<file path="src/rtl/i2s_pkg.sv">
// Types and constants shared by the I2S receive and transmit paths.
package i2s_pkg;

  typedef enum logic [1:0] {
    SYNC  = 2'd0,
    LEFT  = 2'd1,
    RIGHT = 2'd2
  } i2s_state_t;

  localparam logic I2S_LEFT = 1'b0;

endpackage

</file>
<file path="src/rtl/i2s_pin_sync.sv">
// Synchronises bclk/wclk/sdin through one shared flop chain so all three stay
// aligned, and flags the synchronised bclk rising edge as a bit event.
module i2s_pin_sync #(
  parameter int SYNC_STAGES = 2
) (
  input  logic clk,
  input  logic reset,
  input  logic bclk,
  input  logic wclk,
  input  logic sdin,
  output logic bitEvent,
  output logic wclkS,
  output logic sdinS
);

  // bit 2 = bclk, bit 1 = wclk, bit 0 = sdin
  logic [2:0] sync_q [SYNC_STAGES];
  logic       bclk_last_q;

  always_ff @(posedge clk or posedge reset) begin
    if (reset) begin
      for (int i = 0; i < SYNC_STAGES; i++) sync_q[i] <= '0;
      bclk_last_q <= 1'b0;
    end else begin
      sync_q[0] <= {bclk, wclk, sdin};
      for (int i = 1; i < SYNC_STAGES; i++) sync_q[i] <= sync_q[i-1];
      bclk_last_q <= sync_q[SYNC_STAGES-1][2];
    end
  end

  assign bitEvent = sync_q[SYNC_STAGES-1][2] & ~bclk_last_q;
  assign wclkS    = sync_q[SYNC_STAGES-1][1];
  assign sdinS    = sync_q[SYNC_STAGES-1][0];

endmodule

</file>
<file path="src/rtl/i2s_receiver.sv">
// I2S capture: deserialises sdin into left/right words (1-bit delay framing)
// and hands completed pairs out through a valid/ready holding register.
//
//   state | meaning
//   SYNC  | discarding bits, waiting for wclk 1->0 to align to a left slot
//   LEFT  | shifting the left word
//   RIGHT | shifting the right word; wclk 1->0 completes the pair
module i2s_receiver
  import i2s_pkg::*;
#(
  parameter int WIDTH       = 24,
  parameter int SYNC_STAGES = 2
) (
  input  logic             clk,
  input  logic             reset,
  input  logic             enable,
  input  logic             bclk,
  input  logic             wclk,
  input  logic             sdin,
  output logic             sampleValid,
  input  logic             sampleReady,
  output logic [WIDTH-1:0] leftSample,
  output logic [WIDTH-1:0] rightSample,
  output logic             overflow,
  input  logic             clearOverflow
);

  localparam int CW = $clog2(WIDTH + 1);

  logic bitEvent, wclkS, sdinS;

  i2s_pin_sync #(.SYNC_STAGES(SYNC_STAGES)) u_pin_sync (
    .clk     (clk),
    .reset   (reset),
    .bclk    (bclk),
    .wclk    (wclk),
    .sdin    (sdin),
    .bitEvent(bitEvent),
    .wclkS   (wclkS),
    .sdinS   (sdinS)
  );

  i2s_state_t       state_q, state_d;
  logic [CW-1:0]    bit_cnt_q, bit_cnt_d;
  logic             wclk_last_q, wclk_last_d;
  logic [WIDTH-1:0] left_q, left_d, right_q, right_d;
  logic             pair_done_q, pair_done_d;
  logic [WIDTH-1:0] pair_left_q, pair_left_d, pair_right_q, pair_right_d;
  logic             valid_q, valid_d;
  logic [WIDTH-1:0] left_out_q, left_out_d, right_out_q, right_out_d;
  logic             ovf_q, ovf_d;
  logic             slot_change, ovf_set;

  assign slot_change = wclkS != wclk_last_q;

  always_comb begin
    state_d      = state_q;
    bit_cnt_d    = bit_cnt_q;
    wclk_last_d  = wclk_last_q;
    left_d       = left_q;
    right_d      = right_q;
    pair_done_d  = 1'b0;
    pair_left_d  = pair_left_q;
    pair_right_d = pair_right_q;

    if (bitEvent) begin
      wclk_last_d = wclkS;
      if (enable) begin
        if (bit_cnt_q < CW'(WIDTH)) begin
          for (int i = 0; i < WIDTH; i++) begin
            if (bit_cnt_q == CW'(WIDTH - 1 - i)) begin
              if (state_q == LEFT) left_d[i] = sdinS;
              else if (state_q == RIGHT) right_d[i] = sdinS;
            end
          end
          bit_cnt_d = bit_cnt_q + CW'(1);
        end
        // The slot-change bit belongs to the outgoing channel, so the pair is
        // captured from the already-updated words before the incoming clear.
        if (slot_change) begin
          bit_cnt_d = '0;
          case (state_q)
            SYNC: begin
              if (wclkS == I2S_LEFT) begin
                state_d = LEFT;
                left_d  = '0;
              end
            end
            LEFT: begin
              state_d = RIGHT;
              right_d = '0;
            end
            RIGHT: begin
              state_d      = LEFT;
              pair_done_d  = 1'b1;
              pair_left_d  = left_d;
              pair_right_d = right_d;
              left_d       = '0;
            end
            default: state_d = SYNC;
          endcase
        end
      end
    end

    if (!enable) begin
      state_d   = SYNC;
      bit_cnt_d = '0;
    end
  end

  always_comb begin
    valid_d     = valid_q;
    left_out_d  = left_out_q;
    right_out_d = right_out_q;
    ovf_set     = 1'b0;

    if (pair_done_q) begin
      if (!valid_q || sampleReady) begin
        valid_d     = 1'b1;
        left_out_d  = pair_left_q;
        right_out_d = pair_right_q;
      end else begin
        ovf_set = 1'b1;
      end
    end else if (valid_q && sampleReady) begin
      valid_d = 1'b0;
    end

    ovf_d = ovf_q;
    if (ovf_set) ovf_d = 1'b1;
    else if (clearOverflow) ovf_d = 1'b0;
  end

  always_ff @(posedge clk or posedge reset) begin
    if (reset) begin
      state_q      <= SYNC;
      bit_cnt_q    <= '0;
      wclk_last_q  <= 1'b0;
      left_q       <= '0;
      right_q      <= '0;
      pair_done_q  <= 1'b0;
      pair_left_q  <= '0;
      pair_right_q <= '0;
      valid_q      <= 1'b0;
      left_out_q   <= '0;
      right_out_q  <= '0;
      ovf_q        <= 1'b0;
    end else begin
      state_q      <= state_d;
      bit_cnt_q    <= bit_cnt_d;
      wclk_last_q  <= wclk_last_d;
      left_q       <= left_d;
      right_q      <= right_d;
      pair_done_q  <= pair_done_d;
      pair_left_q  <= pair_left_d;
      pair_right_q <= pair_right_d;
      valid_q      <= valid_d;
      left_out_q   <= left_out_d;
      right_out_q  <= right_out_d;
      ovf_q        <= ovf_d;
    end
  end

  assign sampleValid = valid_q;
  assign leftSample  = left_out_q;
  assign rightSample = right_out_q;
  assign overflow    = ovf_q;

endmodule

</file>
<file path="config.mk">
export PLATFORM = sky130hd
export DESIGN_NAME = i2s_receiver
export DESIGN_NICKNAME = d
export VERILOG_FILES = /design/src/rtl/i2s_pkg.sv /design/src/rtl/i2s_pin_sync.sv /design/src/rtl/i2s_receiver.sv
export SDC_FILE = /design/constraint.sdc
export NUM_CORES = 1
export LEC_CHECK = 0
export CORE_AREA = 8 8 129 131
export DETAILED_ROUTE_END_ITERATION = 6
export DIE_AREA = 0 0 137 139
export GPL_ROUTABILITY_DRIVEN = 1
export GPL_TIMING_DRIVEN = 0
export HOLD_SLACK_MARGIN = 0.06
export PLACE_DENSITY = 0.75
export SLEW_MARGIN = 25
export SYNTH_ARGS = -nofsm -noshare
export SYNTH_HDL_FRONTEND = slang
export SYNTH_SLANG_ARGS = --single-unit
export TNS_END_PERCENT = 30
</file>
<file path="constraint.sdc">
create_clock -name clk -period 5.85 [get_ports clk]
set_input_delay 1.755 -clock clk [delete_from_list [all_inputs] [get_ports clk]]
set_output_delay 1.755 -clock clk [all_outputs]
set_load 0.02 [all_outputs]
</file>
# Word level (Yosys, flattened, before mapping)
# Cells that the tools add are included.
# classes
addsub,1
magnitude_cmp,1
n_eq_ne,31
muxes,147
bitwise,2
reduce_logical,13
# ops
cell,count
$mux W24,6
$mux W1,131
$pmux W24 S2,1
$eq A5 B4 Y1 const B,8
$eq A5 B5 Y1 const B,8
$eq A5 B3 Y1 const B,4
$mux W5,4
$eq A5 B2 Y1 const B,2
$mux W2,4
$reduce_and A2 Y1,4
$ne A2 B1 Y1 const B,3
$pmux W2 S3,1
$add A5 B1 Y5 const B,1
$eq A5 B1 Y1 const B,1
$logic_not A5 Y1,1
$lt A5 B5 Y1 const B,1
$reduce_and A4 Y1,1
$reduce_bool A2 Y1,2
$ne A3 B1 Y1 const B,1
$ne A3 B3 Y1 const B,1
$reduce_and A3 Y1,1
$eq A2 B1 Y1 const B,1
$eq A2 B2 Y1 const B,1
$logic_not A2 Y1,1
6 further kinds,6
# word_totals
reg_bits,162
input_bits,8
out_inout_bits,50
elab_cells,210

# Longest topological paths before layout
# logic_depth
depth_word,7
ltp_mapped,8
depth_no_buf,7

# Cells and area by module
# From an unflattened synthesis, not the netlist that was laid out.
# unflattened
cells_unflattened,651
area_unflattened_um2,7532.2
# modules_own_cells
module,instances,cells_per_inst,area_per_inst_um2,seq_area_each_um2
i2s_receiver,1,642,7339.5,3878.7
i2s_pin_sync,1,9,192.7,175.2

# Least setup slack after synthesis
# Ideal clock, no wire load.
# synth_timing
kind,input port to flip-flop
start,input port sampleReady
end,register left_out_q[10] (netlist: leftSample[10])
setup_time_ns,0.125
arrival_ns,2.762
t_required_ns,5.725
path_slack_ns,2.963
cell_stages,5
path_buffers,2
cell_sequence,nand2b_1 nand2_1 buf_2 buf_2 mux2_2
# synth_between
elab_chain_cells,2
# synth_lines
element,line,rtl
start: declaration,i2s_receiver.sv:21,"input logic sampleReady,"
$logic_or A1 B1 Y1,i2s_receiver.sv:119,if (!valid_q || sampleReady) begin
$reduce_and A2 Y1 (no line),--,
end signal: assignment,i2s_receiver.sv:159,left_out_q <= left_out_d;
end: declaration,i2s_receiver.sv:50,"logic [WIDTH-1:0] left_out_q, left_out_d, right_out_q, right_out_d;"
# No other way between the ends.
# A chain may end at the register's enable or synchronous reset.

# Worst setup path in the final report
# layout_timing
start,input port enable
end,register right_q[2]
# layout_between
elab_chain_cells,1
# layout_lines
element,line,rtl
start: declaration,i2s_receiver.sv:16,"input logic enable,"
$reduce_and A2 Y1 (no line),--,
end signal: assignment,i2s_receiver.sv:154,right_q <= right_d;
end: declaration,i2s_receiver.sv:46,"logic [WIDTH-1:0] left_q, left_d, right_q, right_d;"
# No other way between the ends.

==> flow_summary.toml <==
[clocking]
h-tree-depth = 4
cts_root_buf = "clkbuf_16"
cts.sinks = 162
cts_tree = "yes"
cts_resized = 0
clk_latency_ns = 0.43
cts_hold_buf = 0
clk_pin_slew_ns = 0.06
cts_made_buffers = 17
clock_path_buffers = 2
post_cts_buffers = 0

[sta]
fin_tns_setup_ns = 0
setup_viol = 0
slew_viol_final = 0
grt_setup_unrepaired = "false"
finalHoldViolCount = 0
period_minus_slack_ns = 3.25
tightestPinTransition_ns = 0.645
period_share_pct = 55.5
timing.fmax_mhz = 308
fin_worst_skew_ns = 0.00718
relSlewSlack_pct = 56.9

[global_routing]
grt-ovfl-total = 0
antenna_found_initial = 0
grt_first_pass_wirelength_um = 28600
grt_pass1_vias = 5327
grt_max_degree = 36
grt_usage_pct = 19.3

[floorplan]
dieArea_mm2 = 0.0190
row_count = 45
initial_utilization_pct = 48.1
fp.dieW_um = 137
core_area_mm2 = 0.0148
io_pins = 58
die_y_um = 139

[outcome]
status = "finished, final reports clean"

[placed_design]
dpl.hpwl_um = 12500
io_buffer_count = 57
gp_congestion = 0.897

[synth]
syn_inst = 647
syn-cell-area_mm2 = 0.00709
yosysWarnings = 0
synth_edf_count = 0
seq_area_frac_synth_pct = 57.1
synthDominantCellAreaShare_pct = 57.1
synth.net_count = 660
netlist.top_cell.by_area = "dfrtp_1"
avgSynthCellArea_um2 = 11.0
synth.area.top_cells = "dfrtp_1 (57%), mux2_2 (7.6%), o21ai_0 (4.9%)"
synth-seq-cells = 162
ys_types = 51
synthFlopType = "dfrtp_1"
synthArstFlopShare_pct = 100

[setup_path]
slowest_delay_ns = 0.59
worstPathArrival_ns = 3.55
end_kind = "flop"
path_buf_inv = 3
crit_slowest_cell = "clkdlybuf4s50_1"
path_class = "primary input to flop"
critPathTopFamily = "buffers and inverters"
path_cells = "clkdlybuf4s50_1 -> and3b_1 -> buf_2 -> clkbuf_1 -> o21ai_0 -> a22o_1"
crit_path_max_fanout = 10
critPathLaunchType = "primary input"
crit_required_ns = 6.16

[final_layout]
final_cell_mix = "dfrtp_1 (162), o21ai_0 (70), nand2_1 (62), clkdlybuf4s50_1 (57), a21oi_1 (49)"
final_common_cell = "dfrtp_1"
multiInputGateArea_mm2 = 0.00276
regArea_mm2 = 0.00405
syn2layout_area_growth_pct = 21.6
fillCellCount = 1204
num_antenna_cells = 0
fin_nets = 741
drive_gt1_share_pct = 16.8

[run]
drv_cap = 0

[power]
power.total_mw = 2.47
irDropWorstVdd_uv = 191
p_per_area_mw_per_mm2 = 287
leakagePower_nw = 3.87

[route]
via_count = 5364
drt-total-wl_um = 17500
antenna_left = 0
avgViaCountPerCell = 5.78
wl_per_cell_um = 18.8
drc = 0
firstDrtPassIters = 5
dr.first_iter.drc_count = 493

[min_path]
hold_class = "flop to flop"
through the flow:
stage          hold WS, ns  util (%)  instance area [µm²]  std cells  worst slack, ns
6_report             0.347      58.5                 8630        928             2.60
5_1_grt              0.354      58.5                 8630        928             2.52
4_1_cts              0.349      58.5                 8630        928             2.63
3_5_place_dp         0.336      54.3                 8010        897             2.19
3_3_place_gp         0.332      53.6                 7900        892            0.815
2_1_floorplan        0.331         -                 7100        647             2.04
Yosys cell counts (2+ instances only):
cell	n
nand4_1	2
mux2i_1	11
nand4b_1	4
nor3_1	4
a22o_1	18
ha_1	5
nand3_1	6
and3_1	2
nor2b_1	3
clkbuf_1	11
nand3b_1	2
a22oi_1	7
mux2_2	48
o21ai_0	70
o31ai_1	2
o21ai_2	3
nand4bb_1	5
nand2_1	62
buf_4	4
a21oi_1	49
o21ai_1	21
nand2b_1	10
a32oi_1	13
dfrtp_1	162
and4bb_2	2
and2_1	7
nor2_1	46
nor2_4	2
buf_2	19
inv_1	14
or3_1	2
buf_6	5
o22ai_1	8
registers in the layout (all words and copies together), names as in the netlist:
signal                  count
pair_done_q                 1
sampleValid                 1
overflow                    1
left_q                     24
u_pin_sync.bclk_last_q      1
u_pin_sync.sync_q           4
u_pin_sync.wclkS            1
leftSample                 24
wclk_last_q                 1
state_q                     2
right_q                    24
bit_cnt_q                   5
pair_right_q               24
pair_left_q                24
u_pin_sync.sdinS            1
rightSample                24
cells by family after synthesis:
family / after synthesis / share of synthesized area, %
AOI/OAI and AO/OA: 196 / 16.3
and+or+nand+nor: 168 / 12.0
DFF: 162 / 57.1
muxes: 59 / 9.17
buffers and inverters: 54 / 3.93
adders and majority gates: 5 / 0.882
xor gates and xnor gates: 3 / 0.582
power by group:
part	leakage [nW]	internal [mW]	switching [mW]	total (mW)
clock network	0.297	0.734	0.430	1.16
registers	2.10	1.16	0.0211	1.18
logic	1.47	0.0476	0.0848	0.132
metal layers:
metal	GRT usage, %	part of all wire (%)	up-vias	wire length (µm)
li1	-	-	2468	-
met4	7.61	2.1	0	365
met5	0	0	-	0
met1	25.7	44	2677	7680
met3	4.78	5.9	27	1030
met2	29.3	48	192	8410
area by class of cell:
class                      count  share of cell area, %
sequential                   162                   47.0
multi-input combinational    431                   32.0
timing repair buffer          62                   7.86
clock buffer                  22                   5.38
tap                          188                   2.73
buffer                        39                   2.58
clock inverter                 9                   1.78
inverter                      15                  0.696
worst paths after layout:
path / from / to / slack [ns] / cells past startpoint
worst max register to register: bit_cnt_q[3] / left_q[8] / 3.52 / 8
min in group asynchronous: reset / rightSample[0] / 1.67 / 2
worst min-delay path: u_pin_sync.sync_q[4] / u_pin_sync.wclkS / 0.35 / 0
max in group asynchronous: reset / leftSample[17] / 3.50 / 4
worst min register to register: u_pin_sync.sync_q[4] / u_pin_sync.wclkS / 0.35 / 0
worst max-delay path: enable / right_q[2] / 2.60 / 6
Note: power is estimated with default switching activity, not from simulation.
